**src/rtl/mem_arbiter.sv**
```systemverilog
// Arbiter for the shared instruction/data memory: IF vs LS grant,
// store lane/mask generation, load extension and registered responses.
module mem_arbiter #(
  parameter int CNT_W       = 16,
  parameter bit LS_PRIORITY = 1'b0
) (
  input  logic             i_clk,
  input  logic             i_reset,
  input  logic             i_if_req,
  input  logic [31:0]      i_if_addr,
  output logic             o_if_gnt,
  output logic             o_if_rvalid,
  output logic [31:0]      o_if_rdata,
  output logic             o_if_err,
  input  logic             i_ls_req,
  input  logic             i_ls_we,
  input  logic [1:0]       i_ls_size,
  input  logic             i_ls_unsigned,
  input  logic [31:0]      i_ls_addr,
  input  logic [31:0]      i_ls_wdata,
  output logic             o_ls_gnt,
  output logic             o_ls_rvalid,
  output logic [31:0]      o_ls_rdata,
  output logic             o_ls_err,
  output logic [31:0]      o_mem_addr,
  output logic [31:0]      o_mem_wdata,
  output logic [3:0]       o_mem_bmask,
  output logic             o_mem_wren,
  input  logic [31:0]      i_mem_rdata,
  output logic [CNT_W-1:0] o_conflict_cnt
);

  logic [1:0]       off;
  logic             if_err;
  logic             ls_err;
  logic             last_ls;
  logic [3:0]       st_bmask;
  logic [31:0]      st_wdata;
  logic [7:0]       ld_byte;
  logic [15:0]      ld_half;
  logic [31:0]      ld_data;
  logic             if_rvalid_q;
  logic             if_err_q;
  logic [31:0]      if_rdata_q;
  logic             ls_rvalid_q;
  logic             ls_err_q;
  logic [31:0]      ls_rdata_q;
  logic [CNT_W-1:0] cnt;

  assign off    = i_ls_addr[1:0];
  assign if_err = |i_if_addr[1:0];

  always_comb begin
    ls_err = 1'b0;
    case (i_ls_size)
      2'b00:   ls_err = 1'b0;
      2'b01:   ls_err = off[0];
      2'b10:   ls_err = |off;
      default: ls_err = 1'b1;
    endcase
  end

  // last_ls starts at 1 so IF wins the first conflict after reset
  always_comb begin
    o_if_gnt = 1'b0;
    o_ls_gnt = 1'b0;
    if (!i_reset) begin
      if (i_if_req && i_ls_req) begin
        if (LS_PRIORITY || !last_ls) o_ls_gnt = 1'b1;
        else                         o_if_gnt = 1'b1;
      end else begin
        o_if_gnt = i_if_req;
        o_ls_gnt = i_ls_req;
      end
    end
  end

  always_comb begin
    st_bmask = 4'hf;
    st_wdata = i_ls_wdata;
    case (i_ls_size)
      2'b00: begin
        st_bmask = 4'b0001 << off;
        st_wdata = {4{i_ls_wdata[7:0]}};
      end
      2'b01: begin
        st_bmask = 4'b0011 << off;
        st_wdata = {2{i_ls_wdata[15:0]}};
      end
      default: ;
    endcase
  end

  always_comb begin
    o_mem_addr  = '0;
    o_mem_wdata = '0;
    o_mem_bmask = '0;
    o_mem_wren  = 1'b0;
    if (o_if_gnt) begin
      o_mem_addr = i_if_addr;
    end else if (o_ls_gnt) begin
      o_mem_addr = i_ls_addr;
      if (i_ls_we && !ls_err) begin
        o_mem_wdata = st_wdata;
        o_mem_bmask = st_bmask;
        o_mem_wren  = 1'b1;
      end
    end
  end

  assign ld_byte = i_mem_rdata[{off, 3'b000} +: 8];
  assign ld_half = off[1] ? i_mem_rdata[31:16] : i_mem_rdata[15:0];

  always_comb begin
    ld_data = i_mem_rdata;
    case (i_ls_size)
      2'b00:   ld_data = {{24{~i_ls_unsigned & ld_byte[7]}}, ld_byte};
      2'b01:   ld_data = {{16{~i_ls_unsigned & ld_half[15]}}, ld_half};
      default: ld_data = i_mem_rdata;
    endcase
  end

  always_ff @(posedge i_clk) begin
    if (i_reset) begin
      if_rvalid_q <= 1'b0;
      if_err_q    <= 1'b0;
      if_rdata_q  <= '0;
      ls_rvalid_q <= 1'b0;
      ls_err_q    <= 1'b0;
      ls_rdata_q  <= '0;
      last_ls     <= 1'b1;
      cnt         <= '0;
    end else begin
      if_rvalid_q <= o_if_gnt;
      if_err_q    <= o_if_gnt & if_err;
      if_rdata_q  <= (o_if_gnt && !if_err) ? i_mem_rdata : '0;
      ls_rvalid_q <= o_ls_gnt;
      ls_err_q    <= o_ls_gnt & ls_err;
      ls_rdata_q  <= (o_ls_gnt && !ls_err && !i_ls_we) ? ld_data : '0;
      if (o_if_gnt)      last_ls <= 1'b0;
      else if (o_ls_gnt) last_ls <= 1'b1;
      if (i_if_req && i_ls_req && cnt != {CNT_W{1'b1}})
        cnt <= cnt + CNT_W'(1);
    end
  end

  // a response pending when reset rises is suppressed immediately
  assign o_if_rvalid    = if_rvalid_q & ~i_reset;
  assign o_if_err       = if_err_q & ~i_reset;
  assign o_if_rdata     = i_reset ? '0 : if_rdata_q;
  assign o_ls_rvalid    = ls_rvalid_q & ~i_reset;
  assign o_ls_err       = ls_err_q & ~i_reset;
  assign o_ls_rdata     = i_reset ? '0 : ls_rdata_q;
  assign o_conflict_cnt = cnt;

endmodule

```
**config.mk**
```make
export PLATFORM = sky130hd
export DESIGN_NAME = mem_arbiter
export DESIGN_NICKNAME = d
export VERILOG_FILES = /design/src/rtl/mem_arbiter.sv
export SDC_FILE = /design/constraint.sdc
export NUM_CORES = 1
export LEC_CHECK = 0
export CAP_MARGIN = 40
export CORE_AREA = 2 2 113 115
export DETAILED_ROUTE_END_ITERATION = 8
export DIE_AREA = 0 0 115 117
export HOLD_SLACK_MARGIN = 0.02
export PLACE_DENSITY_LB_ADDON = 0.1
export REMOVE_ABC_BUFFERS = 1
export SLEW_MARGIN = 20
export SYNTH_ARGS = -nofsm -noshare
export SYNTH_HDL_FRONTEND = slang
export SYNTH_SLANG_ARGS = --single-unit
export TNS_END_PERCENT = 20
```
**constraint.sdc**
```tcl
create_clock -name i_clk -period 4 [get_ports i_clk]
set_input_delay 0.8 -clock i_clk [delete_from_list [all_inputs] [get_ports i_clk]]
set_output_delay 0.8 -clock i_clk [all_outputs]
set_load 0.01 [all_outputs]
```
==> impl_results.md, run 1 <==
* Ports at between 200 and 300
* Worst Skew at approximately 5.7 ps
* Largest cells by area after synthesis: dfxtp_1 38%, nor2b_1 11%, a21oi_1 6.2%
* GR peak layer: met2
* Fin util at 64.37%
* Worst-path fanout max at 26
* Reg-to-Reg Start: o_conflict_cnt[0]
* Clock Pin Slew Worst Setup and Hold Paths at roughly 60 ps
* Antenna diode count at 0
* CP arrival at 2980 ps
* DR pass1 iterations at 5
* Yosys top cell by area: dfxtp_1
* DR iter-0 viols at ~500
* Root Driver: clkbuf_16
* Clock buffer depth at 2
* Final hold viol count at 0
* Die span in y at about 120 um
* Post-DRT Antenna Nets at 0
* Post-synth EDFFs at 0
* Worst Hold Slack at slightly above 500 ps
* Routed vias at between 5000 and 6000
* Initial antenna violation count at 0
* CTS Hold Bufs at 0
* Routed wirelength normalized by instance count at 18.79 um
* CP Capture Type: output port
* CP Launch Type: primary input
* First-pass GRT wire length at about 28000 um
* Ys Warns at 0
* Met2 Use GR at a little under half
* Unrepaired setup endpoints after global routing: false
* Setup slack, reg-to-reg at 1940 ps
* #FFs+latches synth at 85
* Sequential share of the synthesized area at ~38%
* Placed wire-length estimate at between 10000 and 15000 um
* MaxCap Viol Count at 0
* Post-Syn Instances at 550
* Overall power at approximately 2.2 mW
* Post-synth top flop: dfxtp_1
* H-tree levels at 3
* Final WL at roughly 18000 um
* Critical path type: primary input to output port
* Hold Crit Class: flip-flop to flip-flop
* Synth Cell Area at 4512 um^2
* Final Setup Violations at 0
* Row count at a little over 40
* Initial Utilization at ~37%
* Rel. slew slack at a little under three fifths
* Hold Path Depth at 2
* Most frequent cells in the layout: 288 x clkdlybuf4s50_1, 85 x dfxtp_1, 77 x nor2b_1
* Vias/cell at ~5.2
* Commonest non-fill, non-tap cell in the layout: clkdlybuf4s50_1
* Hold EP: ls_rvalid_q
* PostCTS Resize Cnt at 0
* Status: finished clean
* Clk sink count at 85
* Die width at roughly 120 um
* Async SR Flop Fraction at 0%
* Maximum clock rate at approximately 260 MHz
* Crit share post-route at between 90% and 100%
* Met3 usage at approximately 11%
* Measured slew at the worst slew-check pin at ~640 ps
* Tmin final at 3782 ps
* Reg2Reg Depth at 5
* Multi-input combinational cell area at 2633 um^2
* Final nets at roughly 970
* CP Data Required Time at ~3200 ps
* Total track usage at between 20% and 30%
* CTS tree: done
* # port buffers at between 200 and 300
* Worst hold path startpoint: last_ls
* Core outline area at approximately 12000 um^2
* Pwr Density at around 270 nW/um^2
* VDD IR max at ~200 uV
* Post-synth cell types at 41
* Final Max Slew Viols at 0
* Layout filler cell count at about 1100
* Gpl congestion at between 0.8 and 0.9
* Layout overhead on the synthesized area at 75.65%
* # DRC at 0
* Largest net degree at the start of global routing at 86
* GRT overflow at 0
* Later-pin clock latency in the skew report at 340 ps
* Layout cell share with drive strength beyond 1 at between 6 and 7%
* FF-to-FF End: o_conflict_cnt[14]
* TritonCTS buffer count at 9
* Setup Fix Bufs, Post-CTS at 0
* Vias in the first global route at 5101
* Met1 GRT Util at roughly 34%
* Reg area at roughly 1700 um^2
* Leak at between 3 and 4 nW
* Post-Syn Area per Cell at 8.203 um^2
* Top cell type's share of synthesized area at 37.71%
* Die ar. at ~13000 um^2
## state kept, by name, summed over array words and instances (netlist names)
signal	cells
last_ls	1
o_conflict_cnt	16
if_rdata_q	32
if_err_q	1
ls_err_q	1
ls_rdata_q	32
if_rvalid_q	1
ls_rvalid_q	1
## how the worst max path moves through the flow
stage | from | end | slack [ps] | cells after the start
floorplan | i_ls_req | o_mem_bmask[1] | -30 | 6
global placement | i_ls_req | o_mem_wdata[29] | 240 | 7
detailed placement | i_ls_addr[1] | o_mem_wdata[15] | 210 | 6
CTS | i_ls_addr[1] | o_mem_wdata[15] | 210 | 6
global route | i_ls_size[0] | o_mem_wdata[15] | 100 | 6
finish | i_ls_size[0] | o_mem_wdata[16] | 220 | 6
## synth_stat cells, drive strengths merged, types with 8 or more instances
master	number
a211oi	10
and2	43
inv	8
mux2	12
nor3	9
a22o	32
nor2	43
nor2b	77
mux2i	20
a21oi	56
clkbuf	34
dfxtp	85
o21ai	8
nand2	48
## area by class of cell
| type | count | area share, % |
|---|---|---|
| multi-input combinational | 416 | 33.22 |
| tap | 150 | 2.368 |
| clock inverter | 6 | 0.8999 |
| inverter | 8 | 0.3789 |
| timing repair buffer | 308 | 38.65 |
| sequential | 85 | 21.47 |
| clock buffer | 10 | 3.015 |
## per-stage QoR
stage	instance area [um^2]	cells	setup TNS, ps	setup slack [ps]
floorplan	4352	509	-53.37	-26.69
global placement	7587	966	0	241.2
CTS	7898	982	0	209.9
finish	7925	983	0	217.9
global route	7925	983	0	96.53
detailed placement	7587	966	0	214.8
## per-layer routing
metal / wire, um / vias to the layer above
met5: 0 / -
met4: 279 / 0
met3: 1700 / 23
met2: 8948 / 217
met1: 7546 / 2436
li1: - / 2478
## where the power goes
part           internal, mW  switching (mW)
Combinational         0.252           0.189
Clock                 0.505           0.342
Sequential            0.860         0.00430
## logic make-up after synthesis
group           share of synthesized area, %
fa+ha+maj                             0.2773
simple gates                           29.87
flops                                  37.71
buf+inv                                4.215
mux                                    7.931
compound gates                         19.99
## critical path: stages
cell,delay (ps)
clkdlybuf4s50_1,490
nor3_1,340
o211ai_1,180
buf_4,260
nor2_1,290
clkdlybuf4s50_1,610
No activity file was read; power rests on OpenSTA's default activity.
==> inputs of run 2 (changes only) <==
GPL_ROUTABILITY_DRIVEN = 0   (was default)
==> run 2 against run 1 <==
Global-route usage down 0.26 points. Cell count down 0.31%. Routed wire length up 1.3%. Clock power down 5.9%. Worst setup slack better by 15 ps. Sequential power about the same. Sequential cell count unchanged. Non-clock buffer count down 2. Clock skew down 1.1 ps. Critical path type unchanged. Largest power group unchanged.
==> impl_results.md, run 2 (synthesis results as in run 1) <==
* Worst Hold Slack at 505.0 ps (was 516.9 ps)
* Max stage delay on crit path at 610 ps (about the same)
* Largest net degree at the start of global routing at 66 (was 86)
* Final Setup Violations at 0 (unchanged)
* Initial Utilization at 36.65% (unchanged)
* DR iter-0 viols at 407 (was 505)
* Metal-1 WL at 7629 um (was 7546 um)
* Routed vias at 5098 (was 5154)
* CP arrival at 2970 ps (was 2980 ps)
* Most frequent cells in the layout: 288 x clkdlybuf4s50_1, 85 x dfxtp_1, 77 x nor2b_1 (unchanged)
* Total track usage at 27.00% (was 27.26%)
* Post-placement worst setup slack at 231.2 ps (was 214.8 ps)
* Hold Crit Class: flip-flop to flip-flop (unchanged)
* Die ar. at 13460 um^2 (unchanged)
* Die span in y at 117 um (unchanged)
* Layout filler cell count at 1077 (was 1075)
* Final hold viol count at 0 (unchanged)
* Root Driver: clkbuf_16 (unchanged)
* Pwr Density at 267.0 nW/um^2 (was 271.6 nW/um^2)
* Overall power at 2.103 mW (was 2.152 mW)
* Seq pwr share at 41.1% (was 40.1%)
* Worst hold path startpoint: last_ls (unchanged)
* DR pass1 iterations at 6 (was 5)
* Worst setup path start: i_ls_req (was i_ls_size[0])
* Later-pin clock latency in the skew report at 330 ps (was 340 ps)
* Die width at 115 um (unchanged)
* CP max-delay cell: clkdlybuf4s50_1 (unchanged)
* Clk network pwr share at 37.9% (was 39.4%)
* Row count at 41 (unchanged)
* Final Max Slew Viols at 0 (unchanged)
* Crit-path most repeated cell: clkdlybuf4s50_1 (unchanged)
* Core outline area at 12310 um^2 (unchanged)
* Post-DRT Antenna Nets at 0 (unchanged)
* Met2 WL post-DR at 8841 um (was 8948 um)
* Reg area at 1702 um^2 (unchanged)
* Vias in the first global route at 4973 (was 5101)
* Final WL at 18710 um (was 18470 um)
* Layout overhead on the synthesized area at 74.54% (was 75.65%)
* Ports at 291 (unchanged)
* GRT overflow at 0 (unchanged)
* Rel. slew slack at 58.04% (was 56.91%)
* Setup Fix Bufs, Post-CTS at 0 (unchanged)
* Fin util at 63.96% (was 64.37%)
* Final nets at 963 (was 965)
* Final WS setup at 232.9 ps (was 217.9 ps)
* Tmin final at 3767 ps (was 3782 ps)
* # DRC at 0 (unchanged)
* Crit share post-route at 94.18% (was 94.55%)
* Placed wire-length estimate at 14600 um (was 14370 um)
* Maximum clock rate at 265.5 MHz (was 264.4 MHz)
* Clk sink count at 85 (unchanged)
* Net Switching at 0.5118 mW (was 0.5360 mW)
* Metal3 WL at 1861 um (was 1700 um)
* Worst Skew at 4.668 ps (was 5.736 ps)
* Critical path type: primary input to output port (unchanged)
* Antenna diode count at 0 (unchanged)
* CP Launch Type: primary input (unchanged)
* CP Data Required Time at 3200 ps (about the same)
* Multi-input combinational cell area at 2633 um^2 (unchanged)
* Int Power at 1.591 mW (was 1.616 mW)
* TritonCTS buffer count at 9 (unchanged)
* CTS Hold Bufs at 0 (unchanged)
* Vias/cell at 5.202 (was 5.243)
* Leak at 3.020 nW (was 3.042 nW)
* Worst-path cell chain: clkdlybuf4s50_1 > nor2b_1 > and2_1 > o211ai_1 > buf_4 > nor2_1 > clkdlybuf4s50_1 (was clkdlybuf4s50_1 > nor3_1 > o211ai_1 > buf_4 > nor2_1 > clkdlybuf4s50_1)
* First-pass GRT wire length at 27860 um (was 28260 um)
* Status: finished clean (unchanged)
* Reg-to-Reg Start: o_conflict_cnt[0] (unchanged)
* H-tree levels at 3 (unchanged)
* VDD IR max at 261.3 uV (was 203.6 uV)
* Switching Share at 24.34% (was 24.91%)
* Layout cell share with drive strength beyond 1 at 5.663% (was 6.483%)
* Routed wirelength normalized by instance count at 19.09 um (was 18.79 um)
* Inst Count DP at 965 (was 966)
* CP Capture Type: output port (unchanged)
* Measured slew at the worst slew-check pin at 622.8 ps (was 639.6 ps)
* Commonest non-fill, non-tap cell in the layout: clkdlybuf4s50_1 (unchanged)
* Highest metal used: met4 (unchanged)
* Comb power frac at 21.0% (was 20.5%)
* Clock Pin Slew Worst Setup and Hold Paths at 60 ps (about the same)
* CTS tree: done (unchanged)
* Worst-path fanout max at 26 (unchanged)
* Cell Count, Final, Fillers Out at 980 (was 983)
* Initial antenna violation count at 0 (unchanged)
* PostCTS Resize Cnt at 0 (unchanged)
* Clock buffer depth at 2 (unchanged)
* Unrepaired setup endpoints after global routing: false (unchanged)
* # port buffers at 290 (unchanged)
* MaxCap Viol Count at 0 (unchanged)
run 2: changes by cell type in the layout (fill, tap and decap cells not counted):
cell | previous run | this run
clkinv_2 | 0 | 1
clkbuf_8 | 1 | 0
buf_4 | 17 | 15
clkinv_4 | 2 | 0
clkbuf_1 | 0 | 4
inv_6 | 1 | 0
clkinvlp_4 | 2 | 0
run 2: cell type report:
class	instances	share of cell area, %
timing repair buffer	306	38.70
clock inverter	2	0.4449
inverter	8	0.3813
tap	150	2.383
multi-input combinational	416	33.43
clock buffer	13	3.051
sequential	85	21.61
run 2: power groups by stage:
stage | logic (mW) | registers, mW | clock network (mW)
finish | 0.442 | 0.864 | 0.797
global route | 0.470 | 0.865 | 0.846
CTS | 0.440 | 0.864 | 0.808
detailed placement | 0.438 | 0.883 | 0
global placement | 0.430 | 0.882 | 0
floorplan | 0.137 | 0.882 | 0
run 2: per-layer routing:
metal	up-vias	GRT usage [%]
li1	2465	-
met1	2384	32.20
met2	224	45.10
met3	25	11.07
met4	0	7.470
met5	-	0
run 2: worst paths after layout:
path	end	slack [ps]	cells after the start
worst min-delay path	ls_rvalid_q	510	2
worst max register to register	o_conflict_cnt[14]	1920	5
worst min register to register	ls_rvalid_q	510	2
worst max-delay path	o_mem_wdata[16]	230	7
run 2: metrics by stage:
step	instance area, um^2	TNS [ps]
2_1_floorplan	4352	-53.37
3_3_place_gp	7572	0
3_5_place_dp	7600	0
4_1_cts	7875	0
5_1_grt	7875	0
6_report	7875	0
run 2: worst max-delay path, delay by kind of cell:
family / cells / cell delay [ps]
buffers and inverters: 3 / 1340
AOI/OAI and AO/OA: 1 / 140
and+or+nand+nor: 3 / 670
==> inputs of run 3 (changes only) <==
GPL_ROUTABILITY_DRIVEN = default   (was 0)
==> results of run 3 <==
No change in the layout: final DEF, timing and power equal those of run 1.
